### config.mk
export PLATFORM = sky130hd
export DESIGN_NAME = arb_grant_lock
export DESIGN_NICKNAME = d
export VERILOG_FILES = /design/src/rtl/arb_pkg.sv /design/src/rtl/arb_fixed_prio.sv /design/src/rtl/arb_grant_lock.sv
export SDC_FILE = /design/constraint.sdc
export NUM_CORES = 1
export LEC_CHECK = 0
export BUFFER_PORTS_ARGS = -buffer_cell sky130_fd_sc_hd__clkbuf_2
export CORE_ASPECT_RATIO = 0.5
export CORE_MARGIN = 5
export CORE_UTILIZATION = 32
export DETAILED_ROUTE_END_ITERATION = 16
export HOLD_SLACK_MARGIN = 0.15
export SLEW_MARGIN = 20
export SYNTH_ARGS = -nofsm -noshare
export SYNTH_HDL_FRONTEND = slang
export SYNTH_SLANG_ARGS = --single-unit
### constraint.sdc
create_clock -name clk -period 3.4 [get_ports clk]
set_input_delay 0.68 -clock clk [delete_from_list [all_inputs] [get_ports clk]]
set_output_delay 0.68 -clock clk [all_outputs]
set_load 0.02 [all_outputs]
### src/rtl/arb_pkg.sv
// Shared arbiter types and helpers used by the arbiter family of blocks.
package arb_pkg;

  // Helpers work on a fixed maximum width; callers zero-extend and truncate.
  localparam int ARB_MAX_W = 64;
  localparam int ARB_IDX_W = $clog2(ARB_MAX_W);

  typedef enum logic {
    IDLE  = 1'b0,
    GRANT = 1'b1
  } state_e;

  // Isolate the lowest set bit (highest-priority requester).
  function automatic logic [ARB_MAX_W-1:0] lowest_bit(input logic [ARB_MAX_W-1:0] r);
    return r & ~(r - ARB_MAX_W'(1));
  endfunction

  // Binary index of a one-hot vector; zero for an all-zero vector.
  function automatic logic [ARB_IDX_W-1:0] onehot_to_idx(input logic [ARB_MAX_W-1:0] oh);
    logic [ARB_IDX_W-1:0] idx;
    idx = '0;
    for (int i = 0; i < ARB_MAX_W; i++) begin
      if (oh[i]) idx = idx | ARB_IDX_W'(i);
    end
    return idx;
  endfunction

endpackage

### src/rtl/arb_fixed_prio.sv
// Combinational fixed-priority arbiter: bit 0 wins.
module arb_fixed_prio
  import arb_pkg::*;
#(
  parameter int WIDTH = 8
) (
  input  logic [WIDTH-1:0] req_i,
  output logic [WIDTH-1:0] gnt_o
);

  // One-hot pick of the lowest-index active request.
  always_comb begin
    gnt_o = WIDTH'(lowest_bit(ARB_MAX_W'(req_i)));
  end

endmodule

### src/rtl/arb_grant_lock.sv
// Grant-holding stage: locks the arbiter pick into a registered ownership
// window that ends on done, owner abandon, or hold timeout.
module arb_grant_lock
  import arb_pkg::*;
#(
  parameter int REQ_WIDTH = 8,
  parameter int IDX_WIDTH = $clog2(REQ_WIDTH),
  parameter int MAX_HOLD  = 16,
  parameter int CNT_WIDTH = $clog2(MAX_HOLD + 1)
) (
  input  logic                 clk,
  input  logic                 rst_n,
  input  logic [REQ_WIDTH-1:0] req,
  input  logic                 done,
  output logic [REQ_WIDTH-1:0] gnt,
  output logic                 gnt_valid,
  output logic [IDX_WIDTH-1:0] gnt_idx,
  output logic                 busy,
  output logic                 timeout
);

  localparam logic [CNT_WIDTH-1:0] HOLD_MAX = CNT_WIDTH'(MAX_HOLD);

  state_e               state_q;
  logic [REQ_WIDTH-1:0] gnt_q;
  logic [IDX_WIDTH-1:0] idx_q;
  logic [CNT_WIDTH-1:0] cnt_q;
  logic                 timeout_q;
  logic [REQ_WIDTH-1:0] pick;
  logic                 owner_req;
  logic                 expired;

  arb_fixed_prio #(.WIDTH(REQ_WIDTH)) u_arb (
    .req_i (req),
    .gnt_o (pick)
  );

  // Owner still requesting, and hold window used up.
  always_comb begin
    owner_req = |(req & gnt_q);
    expired   = (cnt_q == HOLD_MAX);
  end

  // Ownership FSM; every release drops to IDLE, which is the one-cycle bubble
  // in which the next owner is picked.
  always_ff @(posedge clk or negedge rst_n) begin
    if (!rst_n) begin
      state_q   <= IDLE;
      gnt_q     <= '0;
      idx_q     <= '0;
      cnt_q     <= '0;
      timeout_q <= 1'b0;
    end else begin
      timeout_q <= 1'b0;
      case (state_q)
        IDLE: begin
          if (|req) begin
            gnt_q   <= pick;
            idx_q   <= IDX_WIDTH'(onehot_to_idx(ARB_MAX_W'(pick)));
            cnt_q   <= CNT_WIDTH'(1);
            state_q <= GRANT;
          end
        end
        GRANT: begin
          if (done || !owner_req || expired) begin
            gnt_q     <= '0;
            idx_q     <= '0;
            cnt_q     <= '0;
            state_q   <= IDLE;
            // done and abandon take precedence over expiry
            timeout_q <= !done && owner_req;
          end else begin
            cnt_q <= cnt_q + CNT_WIDTH'(1);
          end
        end
        default: state_q <= IDLE;
      endcase
    end
  end

  assign gnt       = gnt_q;
  assign gnt_valid = |gnt_q;
  assign gnt_idx   = idx_q;
  assign busy      = (state_q == GRANT);
  assign timeout   = timeout_q;

  a_onehot: assert property (@(posedge clk) disable iff (!rst_n) $onehot0(gnt));
  a_valid:  assert property (@(posedge clk) disable iff (!rst_n) gnt_valid == |gnt);
  a_busy:   assert property (@(posedge clk) disable iff (!rst_n) busy == gnt_valid);

endmodule

Yosys cells after proc, flatten, opt, wreduce, memory -nomap -nowiden

Cells that the tools add are included.

Reductions and logical operators: 9
Add/sub/neg operators: 2
Bitwise gates (word level): 4
Mux-type cells: 21
Equal/unequal tests: 3

Operator list:

| cell                                             | number |
|---|---|
| OR reduction 8 bit                               | 3 |
| two-way mux 3 bit                                | 6 |
| bitwise AND 8 bit                                | 2 |
| two-way mux 8 bit                                | 2 |
| case mux 8 bit (2 select lines)                  | 1 |
| two-way mux 5 bit                                | 2 |
| case mux 5 bit (2 select lines)                  | 1 |
| NOT 8 bit                                        | 1 |
| subtractor 8 x 1 -> 8 bit, second input constant | 1 |
| case mux 3 bit (2 select lines)                  | 1 |
| adder 5 x 1 -> 5 bit, second input constant      | 1 |
| == test 5 bit, second input constant             | 1 |
| two-way mux 1 bit                                | 5 |
| two-way mux 2 bit                                | 2 |
| logical NOT 1 bit                                | 2 |
| logical OR 1 bit                                 | 2 |
| != test 2 x 1 -> 1 bit, second input constant    | 1 |
| != test 2 bit, second input constant             | 1 |
| case mux 1 bit (2 select lines)                  | 1 |
| AND reduction 2 bit                              | 1 |
| logical AND 1 bit                                | 1 |
| NOT 1 bit                                        | 1 |

Bits in registers: 18
Bits of input ports: 11

Logic depth before layout (Yosys ltp)

Gate-level depths: netlist of run 1.

Word-level depth: 12
Mapped depth: 7
Gate-level depth less buffers: 6

By module

Synthesis of run 1 repeated with hierarchy kept, for this count alone.

Cells, all modules: 94
Area, all modules: 1019.7 µm²

Modules (own cells, without submodules):

| module         | cells an instance | instances | sequential area each (µm²) | area each (µm²) |
|---|---|---|---|---|
| arb_grant_lock | 83                | 1         | 450.4                      | 907.1 |
| arb_fixed_prio | 11                | 1         | 0.0                        | 112.6 |

Least setup slack after synthesis of run 1

Ideal clock, no wire load.

Path kind: input port to flip-flop
Start: in req[6]
End: reg cnt_q[2]
Arrival time: 1.658 ns
Cell stages on the path: 5
Slack: 1.638 ns
Required time: 3.296 ns
Buffers on the path: 1
Library setup time: 0.104 ns
Path through: or4_4 nor4_4 buf_6 nand2_1 o311ai_1

Cells in the longest elaborated chain, start to end: 7

Ends and longest elaborated chain:

| element                         | RTL line             | text |
|---|---|---|
| start: declaration              | arb_grant_lock.sv:13 | `input logic [REQ_WIDTH-1:0] req,` |
| bitwise AND 8 bit               | arb_grant_lock.sv:40 | `owner_req = \|(req & gnt_q);` |
| OR reduction 8 bit              | arb_grant_lock.sv:40 |  |
| logical NOT 1 bit               | arb_grant_lock.sv:65 | `if (done \|\| !owner_req \|\| expired) begin` |
| logical OR 1 bit (2 in a row)   | arb_grant_lock.sv:65 |  |
| two-way mux 5 bit               | arb_grant_lock.sv:65 |  |
| case mux 5 bit (2 select lines) | arb_grant_lock.sv:55 | `case (state_q)` |
| end signal: assignment          | arb_grant_lock.sv:73 | `cnt_q <= cnt_q + CNT_WIDTH'(1);` |
| end: declaration                | arb_grant_lock.sv:27 | `logic [CNT_WIDTH-1:0] cnt_q;` |

Several ways; a longest one is shown, not always the timed one.
A chain may end at the register's enable or synchronous reset.

Worst setup path after layout of run 1

Start: in req[6]
End: reg cnt_q[0]

Same word-level chain as after synthesis.

==> results by group, run 1 <==
Place
  – Placer congestion estimate: 0.757
  – Pre-CTS WS: ~1100 ps
  – Post-DP HPWL: approximately 1900 um
  – Count of buffers from port buffering: 24

STA
  – Max-slew violations: 0
  – Worst-Margin Slew: around 700 ps
  – Fin crit period: roughly 2000 ps
  – F_max: 0.491 GHz
  – Final Cycle Share: 0.600
  – Setup TNS Final: 0 ps
  – Final setup viols: 0
  – Final worst setup slack: roughly 1400 ps
  – Final hold viol count: 0
  – Hold_ws: 366 ps
  – RSZ-0062 raised after global routing: false
  – Clock Skew: roughly 5.1 ps
  – Max_slew headroom: 0.527

Worst setup path
  – Worst setup EP type: register
  – WP data required: around 3500 ps
  – Crit Path Class: in -> reg
  – Worst Path Max Fanout: 11
  – Worst R2R Path Depth: 4
  – Crit path arrival time: about 2200 ps
  – Crit start category: input port

GRT
  – Vias in the first global route: around 860
  – Total global routing overflow: 0
  – Global-route wire length before repair: roughly 4300 um
  – Gr usage total: 0.116
  – Initial antenna violation count: 0
  – Largest net degree at the start of global routing: 19

Drt
  – DR pass1 iterations: 4
  – Per-cell routed wire length: approximately 14 um
  – Post-route ant nets: 0
  – DR vias/cell: approximately 5.2
  – Total Wirelength: roughly 2500 um
  – 1st-iter DRT viols: 35
  – DRC viols: 0
  – Routed vias: 946

CTS
  – CTS tree: yes
  – Clock sink total: 18
  – Cts repair resizes: 0
  – Max H-tree Level: 1
  – Total CTS buffers: 3
  – Worst-skew pair later-pin latency: around 260 ps
  – Post-CTS setup buffer count: 0
  – Worst-path clk slew: 70 ps
  – Hold buffers post-CTS: 0
  – Clk root buf: clkbuf_8
  – CTS max path bufs: 2

Synth
  – Post-synthesis mux area share: 0.0105
  – Adder-cell share of the synthesized area: 0.0234
  – Main combinational cell family by area after synthesis: compound AO/OA/AOI/OAI gates
  – Syn Inst Count: 117
  – Flops & latches, synth: 18
  – Synth Area in XOR/XNOR: 0.00819
  – Post-synthesis share of cell area spent on and, or, nand and nor gates: 0.200
  – Register area share after synthesis: 0.421
  – Mean Syn Cell Area: a little over 9 um^2
  – Post-Syn Area: roughly 1100 um^2
  – Synth Area in Compound Gates: 0.251
  – Syn nets: 130
  – Cell variety after synth: 35
  – Synth warnings: 0

Pwr
  – P per Cell Area: about 530 nW/um^2
  – Pleak: roughly 0.55 nW
  – Peak VDD IR: just over 0.2 mV

Layout
  – Ratio of cells with drive above 1 in the final layout: 0.284
  – FF/Latch Area: 450 um^2
  – FILL cells: between 300 and 400
  – Nets@finish: about 160
  – Synthesis-to-finish area growth: 17.8%
  – Diode count: 0
  – Area taken by multi-input logic gates: about 530 um^2

Min path
  – Worst min-delay path class: in -> async

Die
  – CORE AREA: between 3000 and 4000 um^2
  – Die width: 91.8 um
  – I/O Pins: 25
  – Die area: ~4700 um^2
  – Die height: 50.9 um
  – Initial Util: 0.345
  – # rows: 14

Job
  – Max-cap violation count: 0

Status
  – Status: complete, no violations
state kept, by name, summed over array words and instances, names as in the netlist:
register	flops
gnt	8
gnt_idx	3
busy	1
timeout	1
cnt_q	5
worst paths after layout:
check                                        to                  from  slack, ps
setup / recovery           cnt_q[0]$_DFFE_PN0P_                req[6]       1360
hold reg to reg               timeout$_DFF_PN0_  cnt_q[3]$_DFFE_PN0P_        530
max in group asynchronous    gnt[2]$_DFFE_PN0P_                 rst_n       2710
min in group clk              timeout$_DFF_PN0_  cnt_q[3]$_DFFE_PN0P_        530
hold / removal               gnt[4]$_DFFE_PN0P_                 rst_n        370
setup reg to reg           cnt_q[0]$_DFFE_PN0P_        busy$_DFF_PN0_       1460
layout by cell type, fill, tap and decap left out, types with 2 or more instances in the layout:
master | Yosys | routed
a21oi_1 | 10 | 10
a22oi_1 | 7 | 7
clkbuf_2 | 0 | 24
clkbuf_8 | 0 | 4
dfrtp_1 | 18 | 18
ha_1 | 2 | 2
inv_1 | 15 | 15
nand2_1 | 8 | 8
nand2b_1 | 2 | 2
nand3_1 | 2 | 2
nor2_1 | 6 | 6
nor3_1 | 4 | 4
nor4_1 | 3 | 3
o211ai_1 | 4 | 4
o21ai_0 | 3 | 3
o21ai_1 | 6 | 6
o21ai_2 | 6 | 6
cell usage after synthesis:
| cell | count | share of area |
|---|---|---|
| a211oi_1 | 1 | 0.0070 |
| a21oi_1 | 10 | 0.047 |
| a22oi_1 | 7 | 0.049 |
| buf_2 | 1 | 0.0047 |
| buf_4 | 1 | 0.0070 |
| buf_6 | 2 | 0.021 |
| dfrtp_1 | 18 | 0.42 |
| ha_1 | 2 | 0.023 |
| inv_1 | 15 | 0.053 |
| mux2_2 | 1 | 0.011 |
| nand2_1 | 8 | 0.028 |
| nand2_2 | 1 | 0.0059 |
| nand2b_1 | 2 | 0.012 |
| nand3_1 | 2 | 0.0094 |
| nand3b_1 | 1 | 0.0070 |
| nor2_1 | 6 | 0.021 |
| nor2b_1 | 1 | 0.0059 |
| nor3_1 | 4 | 0.019 |
| nor3b_1 | 1 | 0.0070 |
| nor4_1 | 3 | 0.018 |
| nor4_2 | 1 | 0.012 |
| nor4_4 | 1 | 0.020 |
| nor4bb_1 | 1 | 0.0094 |
| o211ai_1 | 4 | 0.028 |
| o21ai_0 | 3 | 0.014 |
| o21ai_1 | 6 | 0.028 |
| o21ai_2 | 6 | 0.049 |
| o21bai_1 | 1 | 0.0070 |
| o22ai_1 | 1 | 0.0059 |
| o311ai_1 | 1 | 0.0082 |
| o32ai_1 | 1 | 0.0082 |
| or2_1 | 1 | 0.0059 |
| or3_4 | 1 | 0.011 |
| or4_4 | 1 | 0.011 |
| xor2_1 | 1 | 0.0082 |
layer usage:
metal / track usage / share of wire / vias to the layer above
met1: 0.142 / 0.47 / 454
met3: 0.0352 / 0.038 / 4
met4: 0.0443 / 0.014 / 0
met2: 0.197 / 0.47 / 16
met5: 0 / 0 / -
li1: - / - / 472
where the power goes:
part / total, mW / internal (mW) / switching, mW
clock: 0.178 / 0.103 / 0.0745
combinational: 0.203 / 0.0761 / 0.127
sequential: 0.284 / 0.242 / 0.0415
critical path, stage by stage:
cell	delay, ps
clkbuf_2	120
or4_4	560
nor4_4	500
mux2_2	270
a21oi_1	40
area by class of cell:
type	instances	area share
Sequential cell	18	0.357
Inverter	15	0.0447
Tap cell	40	0.0397
Clock buffer	4	0.0437
Timing Repair Buffer	24	0.0953
Multi-Input combinational cell	80	0.419
per-stage QoR:
step	total power, mW	cell area [um^2]	util	cells
6_report	0.664	1260	0.406	181
5_1_grt	0.706	1260	0.406	181
4_1_cts	0.671	1260	0.406	181
3_5_place_dp	0.492	1200	0.389	177
3_3_place_gp	0.489	1200	0.389	177
2_1_floorplan	0.428	1070	-	117
kinds of logic after synthesis:
| group | after synthesis |
|---|---|
| AND/OR/NAND/NOR | 35 |
| buffers and inverters | 19 |
| adder cells (fa/ha/maj) | 2 |
| XOR/XNOR | 1 |
| multiplexers | 1 |
| AO/OA/AOI/OAI | 41 |
| flip-flops | 18 |
Note: power is estimated with default switching activity, not from simulation.
==> run 2, diff against run 1 <==
clock period = 1.9 ns   (was 3.4 ns; I/O delays follow)
==> results by group, run 2 (synthesized netlist as in run 1, its figures left out) <==
Layout
  – Max FFs per register: 8
  – Diode count: 0
  – FILL cells: 316
  – Most common cell after layout, fill and taps aside: clkbuf_2
  – Area taken by multi-input logic gates: approximately 530 um^2
  – FF/Latch Area: 450 um^2
  – Commonest cells after routing, fill and taps aside: 24 x clkbuf_2, 18 x dfrtp_1, 15 x inv_1
  – Synthesis-to-finish area growth: 21.6%
  – Core Util, Final: 0.420
  – Nets@finish: between 150 and 200
  – Ratio of cells with drive above 1 in the final layout: 0.306

GRT
  – Initial antenna violation count: 0
  – Largest net degree at the start of global routing: 19
  – Vias in the first global route: between 900 and 1000
  – Gr usage total: 0.121
  – Total global routing overflow: 0
  – Global-route wire length before repair: 4440 um

CTS
  – Cts repair resizes: 0
  – Max H-tree Level: 1
  – CTS tree: yes
  – Post-CTS setup buffer count: 0
  – CTS max path bufs: 2
  – Clk root buf: clkbuf_8
  – Total CTS buffers: 3
  – Worst-path clk slew: approximately 60 ps
  – Worst-skew pair later-pin latency: 250 ps
  – Clock sink total: 18

Place
  – Post-DP HPWL: 1950 um
  – Count of buffers from port buffering: 24
  – Placer congestion estimate: 0.854

Die
  – I/O Pins: 25
  – Initial Util: 0.345
  – Die height: 50.9 um
  – Die area: ~4700 um^2
  – CORE AREA: slightly above 3000 um^2
  – Die width: 91.8 um
  – # rows: 14

Min path
  – Worst min-delay path class: in -> reg
  – Hold Path Sink: gnt[5]$_DFFE_PN0P_
  – WHS Path Cells: 2
  – Hold Path Origin: req[4]

Pwr
  – Peak VDD IR: ~0.32 mV
  – P per Cell Area: about 900 nW/um^2
  – Pleak: approximately 0.58 nW

Drt
  – 1st-iter DRT viols: 44
  – Routed vias: a little over 900
  – Post-route ant nets: 0
  – Per-cell routed wire length: roughly 13 um
  – Total Wirelength: around 2500 um
  – DR vias/cell: between 4 and 5
  – DRC viols: 0
  – DR pass1 iterations: 4

Worst setup path
  – WP data required: 2000 ps
  – Worst R2R End: gnt[5]$_DFFE_PN0P_
  – Crit start category: register
  – Worst R2R Path Depth: 7
  – Slowest stage cell, crit path: dfrtp_1
  – Crit Path Class: reg -> reg
  – Worst setup EP type: register
  – Worst Path Max Fanout: 12
  – Max incr delay on CP: 400 ps
  – Cell breakdown of the critical path: inv_1, ha_1, nor4bb_1, buf_4, nor2_1, o21ai_2, o32ai_1
  – Worst reg-to-reg setup slack: about 130 ps
  – Crit path arrival time: approximately 1900 ps
  – R2R Path Start: cnt_q[0]$_DFFE_PN0P_

STA
  – Final hold viol count: 0
  – Setup TNS Final: 0 ps
  – Final setup viols: 0
  – Clock Skew: slightly above 4 ps
  – Final Cycle Share: 0.931
  – Fin crit period: between 1500 and 2000 ps
  – F_max: around 0.57 GHz
  – Max_slew headroom: 0.580
  – RSZ-0062 raised after global routing: false
  – Max-slew violations: 0
  – Worst-Margin Slew: 630 ps

Status
  – Status: complete, no violations

Job
  – Max-cap violation count: 0
## run 2: changes by cell type in the layout (fill, tap and decap cells not counted), sizes merged
cell / before / now
clkbuf: 28 / 27
buf: 0 / 6
dlygate4sd3: 0 / 1
## run 2: critical path, delay by kind of cell, from the launching register on
kind	cells	cell delay [ps]
buffers and inverters	2	260
adder cells (fa/ha/maj)	1	170
flip-flops	1	400
AO/OA/AOI/OAI	2	440
AND/OR/NAND/NOR	2	360
## run 2: routing by layer
metal | part of all wire | global-route usage | vias to the layer above
met5 | 0 | 0 | -
met4 | 0.016 | 0.0542 | 0
li1 | - | - | 481
met2 | 0.45 | 0.177 | 13
met3 | 0.034 | 0.0308 | 4
met1 | 0.50 | 0.170 | 419
## run 2: through the flow
stage,cell area (um^2),hold slack (ps),std cells,setup WS (ps),power [mW]
6_report,1300,412,187,130,1.15
5_1_grt,1300,402,187,18.8,1.25
4_1_cts,1300,395,187,135,1.17
3_5_place_dp,1250,356,183,104,0.901
3_3_place_gp,1250,351,183,108,0.902
2_1_floorplan,1070,84.4,117,357,0.766
## run 2: cell type report
| class | count | area share |
|---|---|---|
| multi-input cells | 80 | 0.406 |
| flip-flops and latches | 18 | 0.346 |
| repair buffers | 31 | 0.135 |
| inverters | 15 | 0.0433 |
| well taps | 40 | 0.0385 |
| clock buffers | 3 | 0.0317 |
## run 2: worst max-delay path by stage
stage / from / to / slack (ps) / cells after the start
global route: cnt_q[0]$_DFFE_PN0P_ / gnt[5]$_DFFE_PN0P_ / 20 / 7
detailed placement: req[6] / cnt_q[2]$_DFFE_PN0P_ / 100 / 6
global placement: req[6] / cnt_q[2]$_DFFE_PN0P_ / 110 / 6
finish: cnt_q[0]$_DFFE_PN0P_ / gnt[5]$_DFFE_PN0P_ / 130 / 7
CTS: cnt_q[0]$_DFFE_PN0P_ / gnt[5]$_DFFE_PN0P_ / 130 / 7
floorplan: cnt_q[0]$_DFFE_PN0P_ / gnt_idx[0]$_DFFE_PN0P_ / 360 / 7
## run 2: what timing repair did
| item | CTS | global route |
|---|---|---|
| endpoints found under the setup margin | 0 | 0 |
| endpoints found under the hold margin | 18 | 0 |
| hold buffers | 1 | 0 |
## run 2: power breakdown
group          total, mW  switching (mW)  internal [mW]
clock              0.257           0.116          0.141
combinational      0.417           0.262          0.155
sequential         0.478          0.0436          0.435
